File: src/rtl/commit_pkg.sv
// rtl/commit_pkg.sv - shared widths, state encoding and retire-kind decode for the commit unit
package commit_pkg;

  localparam int TAG_W  = 5;
  localparam int REG_W  = 5;
  localparam int DATA_W = 32;

  typedef enum logic [1:0] {
    IDLE,
    STORE_WAIT,
    FLUSH
  } state_e;

  typedef enum logic [1:0] {
    ALU,
    BRANCH,
    STORE
  } retire_kind_e;

  // A branch never carries a store, so the branch flag takes precedence.
  function automatic retire_kind_e classify(input logic branch, input logic store_ready);
    if (branch) return BRANCH;
    else if (store_ready) return STORE;
    else return ALU;
  endfunction

endpackage

File: src/rtl/commit_arch_regfile.sv
// rtl/commit_arch_regfile.sv - architectural register file, one write and one combinational read port, r0 reads zero
module arch_regfile
  import commit_pkg::*;
#(
  parameter int NREGS = 32
) (
  input  logic              clock,
  input  logic              reset,
  input  logic              we,
  input  logic [REG_W-1:0]  waddr,
  input  logic [DATA_W-1:0] wdata,
  input  logic [REG_W-1:0]  raddr,
  output logic [DATA_W-1:0] rdata
);

  logic [DATA_W-1:0] regs [NREGS];

  always_ff @(posedge clock or posedge reset) begin
    if (reset) begin
      for (int i = 0; i < NREGS; i++) regs[i] <= '0;
    end else if (we && waddr != '0 && int'(waddr) < NREGS) begin
      regs[waddr] <= wdata;
    end
  end

  assign rdata = (raddr == '0 || int'(raddr) >= NREGS) ? '0 : regs[raddr];

endmodule

File: src/rtl/commit_unit.sv
// rtl/commit_unit.sv - retire/commit stage: register writeback, store release, branch flush; optional COMMIT_BYPASS_EN read bypass
module commit_unit
  import commit_pkg::*;
#(
  parameter int FLUSH_CYCLES = 2,
  parameter int NREGS        = 32
) (
  input  logic              clock,
  input  logic              reset,
  input  logic              retire_valid,
  input  logic [TAG_W-1:0]  retire_rd_tag,
  input  logic [REG_W-1:0]  retire_rd_reg,
  input  logic [DATA_W-1:0] retire_data,
  input  logic [31:0]       retire_pc,
  input  logic              retire_branch,
  input  logic              retire_branch_taken,
  input  logic              retire_store_ready,
  output logic              retire_stall,
  input  logic [REG_W-1:0]  rf_rd_addr,
  output logic [DATA_W-1:0] rf_rd_data,
  output logic              tag_free,
  output logic [TAG_W-1:0]  tag_free_id,
  output logic              store_commit,
  input  logic              store_commit_ack,
  output logic              flush,
  output logic              redirect_valid,
  output logic [31:0]       redirect_pc,
  output logic [31:0]       commit_count
);

  localparam int CNT_W = 4;

  state_e           state, state_next;
  retire_kind_e     kind;
  logic [CNT_W-1:0] flush_cnt;
  logic [TAG_W-1:0] store_tag;
  logic [TAG_W-1:0] commit_tag;
  logic             accept;
  logic             rf_we;
  logic             commit_now;
  logic [DATA_W-1:0] rf_q;

  assign kind   = classify(retire_branch, retire_store_ready);
  assign accept = (state == IDLE) && retire_valid;

  always_ff @(posedge clock or posedge reset) begin
    if (reset) state <= IDLE;
    else       state <= state_next;
  end

  always_comb begin
    state_next   = state;
    retire_stall = 1'b0;
    store_commit = 1'b0;
    flush        = 1'b0;
    rf_we        = 1'b0;
    commit_now   = 1'b0;
    commit_tag   = retire_rd_tag;
    case (state)
      IDLE: begin
        if (retire_valid) begin
          case (kind)
            ALU: begin
              rf_we      = 1'b1;
              commit_now = 1'b1;
            end
            BRANCH: begin
              commit_now = 1'b1;
              if (retire_branch_taken) state_next = FLUSH;
            end
            STORE:   state_next = STORE_WAIT;
            default: state_next = IDLE;
          endcase
        end
      end
      STORE_WAIT: begin
        retire_stall = 1'b1;
        store_commit = 1'b1;
        commit_tag   = store_tag;
        if (store_commit_ack) begin
          commit_now = 1'b1;
          state_next = IDLE;
        end
      end
      FLUSH: begin
        retire_stall = 1'b1;
        flush        = 1'b1;
        if (flush_cnt == '0) state_next = IDLE;
      end
      default: state_next = IDLE;
    endcase
  end

  // Stores free their tag only once the store buffer has taken them.
  always_ff @(posedge clock or posedge reset) begin
    if (reset) begin
      tag_free       <= 1'b0;
      tag_free_id    <= '0;
      commit_count   <= '0;
      redirect_valid <= 1'b0;
      redirect_pc    <= '0;
      flush_cnt      <= '0;
      store_tag      <= '0;
    end else begin
      tag_free       <= commit_now;
      redirect_valid <= 1'b0;
      if (commit_now) begin
        tag_free_id  <= commit_tag;
        commit_count <= commit_count + 32'd1;
      end
      if (accept) store_tag <= retire_rd_tag;
      if (accept && kind == BRANCH) begin
        flush_cnt <= CNT_W'(FLUSH_CYCLES - 1);
        if (retire_branch_taken) begin
          redirect_valid <= 1'b1;
          redirect_pc    <= retire_pc;
        end
      end else if (state == FLUSH && flush_cnt != '0) begin
        flush_cnt <= flush_cnt - CNT_W'(1);
      end
    end
  end

  arch_regfile #(
    .NREGS(NREGS)
  ) u_regfile (
    .clock (clock),
    .reset (reset),
    .we    (rf_we),
    .waddr (retire_rd_reg),
    .wdata (retire_data),
    .raddr (rf_rd_addr),
    .rdata (rf_q)
  );

`ifdef COMMIT_BYPASS_EN
  assign rf_rd_data = (rf_we && retire_rd_reg != '0 && rf_rd_addr == retire_rd_reg) ? retire_data : rf_q;
`else
  assign rf_rd_data = rf_q;
`endif

endmodule

File: config.mk
export PLATFORM = sky130hd
export DESIGN_NAME = commit_unit
export DESIGN_NICKNAME = d
export VERILOG_FILES = /design/src/rtl/commit_pkg.sv /design/src/rtl/commit_arch_regfile.sv /design/src/rtl/commit_unit.sv
export SDC_FILE = /design/constraint.sdc
export NUM_CORES = 2
export LEC_CHECK = 0
export CORE_MARGIN = 2
export CORE_UTILIZATION = 25
export CTS_CLUSTER_SIZE = 16
export DETAILED_ROUTE_END_ITERATION = 8
export GPL_TIMING_DRIVEN = 0
export PLACE_DENSITY = 0.43
export SYNTH_ARGS = -nofsm -noshare
export SYNTH_HDL_FRONTEND = slang
export SYNTH_SLANG_ARGS = --single-unit
export TNS_END_PERCENT = 1
File: constraint.sdc
create_clock -name clock -period 46.8 [get_ports clock]
set_clock_uncertainty 0.1 [all_clocks]
set_input_delay 9.36 -clock clock [delete_from_list [all_inputs] [get_ports clock]]
set_output_delay 9.36 -clock clock [all_outputs]
set_load 0.01 [all_outputs]
==> flow_summary_export.csv <==
group,metric,value,unit
routing,wirelength,183000,um
die,die_h,452,um
routing,first_pass_iters,7,
global_route,grt_pass1_vias,31900,
routing,drt-initial-drc-count,1797,
timing,hold_violations,0,
critical_path,cp_cell_sequence,"clkdlybuf4s50_1 > nor2_1 > nor4b_2 > clkbuf_1 > a21oi_1 > o21ai_0 > a21oi_1 > clkdlybuf4s50_1",
die,ios,192,
cts,clk_pin_slew,0.06,ns
cts,hold_buffers,0,
final_layout,fill_cells,19900,
yosys,synthTopCellsByArea,"dfrtp_1 55%, mux2_2 23%, mux4_2 10%",
timing,relSlewSlack,0.00913,
timing,timing.final.crit_share,0.501,
critical_path,rr_worst_depth,8,
timing,finalSetupViolations,0,
yosys,syn_area,0.0502,sq mm
yosys,synthesis.nets,3273,
global_route,antenna_found_initial,13,
final_layout,final_cell_count_no_fill,6289,
placement,dpl.hpwl,122000,um
cts,clk_latency,0.77,ns
cts,root_buffer,"clkbuf_16",
yosys,ys_warn_count,0,
outcome,violations,"capacitance limit",
critical_path,arrival,14.00,ns
cts,clockBufferDepth,3,
placement,dp_cells,6042,
timing,slew_viol_final,0,
timing,fmax,42.6,MHz
final_layout,final_common_cell,"dfrtp_1",
placement,place_congestion,0.791,
cts,post_cts_buffers,0,
die,initial_core_util,0.251,
die,core_area,0.200,sq mm
critical_path,start_kind,"input port",
cts,cts-resized-gates,0,
yosys,syn_inst,3182,
cts,tritoncts,"built",
final_layout,nets,3616,
final_layout,multiInputGateArea,0.0206,sq mm
yosys,synth_edf_count,0,
final_layout,drive_gt1_frac,0.458,
critical_path,crit_cells,8,
yosys,synth_flop_cell,"dfrtp_1",
cts,cts_buffers,137,
final_layout,final_cell_mix,"1,106 x dfrtp_1, 1,018 x mux2_2, 225 x mux4_2",
final_layout,fin_area,0.0604,sq mm
die,dieArea,0.204,sq mm
outcome,status,"finished with violations",
routing,drc,0,
critical_path,cp_slowest_cell,"clkbuf_1",
routing,wl_per_cell,29.1,um
yosys,synth.top_cell.area_share,0.551,
critical_path,crit_path_end_kind,"primary output",
critical_path,crit_buf_inv,3,
hold_path,hold_path_depth,1,
yosys,yosys.area.top_type,"dfrtp_1",
critical_path,crit_type,"input port to primary output",
yosys,ys_async_sr_fraction,1.00,
yosys,yosysSeqAreaShare,0.551,
power,leakage,28.3,nW
routing,via_per_inst,4.71,
cts,htreeDepth,4,
yosys,synth.distinct_cells,50,
critical_path,path_delay_family,"buffers and inverters",
power,power_density,42.8,mW/mm^2
yosys,avgSynthCellArea,15.8,sq um
global_route,grt_pass1_wl,257000,um
hold_path,min_path_type,"flop to flop",
routing,postRouteAntennaNets,0,
final_layout,syn2layout_area_growth,20.4,%
critical_path,crit_fanout,10,
yosys,ys_seq_elements,1106,
final_layout,final_util,0.303,
final_layout,ff_latch_area,0.0277,sq mm
job,maxCapViolCount,1,
placement,portBuffers,185,
die,fp.dieW,452,um
global_route,grt_max_degree,121,
critical_path,max_stage_delay,1.05,ns
global_route,grt-ovfl-total,0,
global_route,grt.total_usage,0.180,
critical_path,crit_required,37.34,ns
timing,hold_slack,0.353,ns
cts,clock_sinks,1106,
timing,finalCriticalPeriod,23.46,ns
timing,final.setup.tns,0,ns
routing,num_vias,29600,
timing,rsz0062_at_grt,"no",
timing,worstMarginPinSlew,1.48,ns
power,peakVddDrop,34.9,uV
placement,dpl_cell_area,0.0558,sq mm
die,rows,164,
## layer usage
layer,vias up,GRT usage,wire [um]
met3,247,0.0352,8100
met1,16200,0.241,82800
met5,-,0,0
met4,0,0.0595,6160
met2,660,0.290,86100
li1,12500,-,-
## registers in the layout, summed over array words and instances (netlist names)
signal and flops:
u_regfile.regs 1024, commit_count 32, redirect_pc 32, store_tag 5
tag_free_id 5, flush_cnt 4, state 2, redirect_valid 1
tag_free 1
## layout make-up
class | instances | share of cell area
multi-input combinational | 1734 | 0.341
clock inverter | 42 | 0.00969
buffer | 331 | 0.0316
clock buffer | 201 | 0.0674
inverter | 11 | 0.000808
timing repair buffer | 204 | 0.0364
sequential | 1106 | 0.458
antenna | 4 | 0.000166
tap | 2656 | 0.0550
## cells by family (layout without fill, tap and decap cells)
logic type	count (synthesis)	count (layout)	synth area share
AND/OR/NAND/NOR	190	190	0.0189
XOR/XNOR	34	34	0.00593
flip-flops	1106	1106	0.551
AO/OA/AOI/OAI	139	139	0.0190
other	0	4	0
adder cells (fa/ha/maj)	5	5	0.00125
buffers and inverters	342	789	0.0388
multiplexers	1366	1366	0.365
## cell usage after synthesis, types with 21 or more instances
cell type / count
mux4_2: 225
nand2_1: 53
clkbuf_1: 152
buf_2: 86
dfrtp_1: 1106
mux4_1: 31
nor2_1: 52
xnor2_1: 21
mux2i_1: 62
buf_6: 50
mux2_2: 1018
a221oi_1: 23
a211oi_1: 23
mux2_1: 30
nor2b_1: 27
buf_4: 31
a21oi_1: 47
## final timing paths
| kind | startpoint | endpoint | slack [ns] |
|---|---|---|---|
| worst max-delay path | rf_rd_addr[4] | rf_rd_data[29] | 23.34 |
| worst min-delay path | u_regfile.regs[1015] | u_regfile.regs[1015] | 0.35 |
| worst max register to register | state[0] | u_regfile.regs[606] | 43.54 |
| worst min register to register | u_regfile.regs[1015] | u_regfile.regs[1015] | 0.35 |
| max in group asynchronous | reset | u_regfile.regs[238] | 35.75 |
| min in group asynchronous | reset | u_regfile.regs[600] | 8.96 |
## power breakdown
part	switching, mW	internal [mW]	total, mW
Clock	0.445	0.656	1.10
Combinational	0.170	0.190	0.360
Sequential	0.0557	1.07	1.12
## through the flow
| stage | setup slack, ns | total power, mW |
|---|---|---|
| finish | 23.34 | 2.58 |
| global route | 23.33 | 2.70 |
| CTS | 23.33 | 2.62 |
| detailed placement | 23.34 | 1.50 |
| global placement | -10.66 | 1.50 |
| floorplan | 6.20 | 1.35 |
Power figures use the tool's default switching activity.
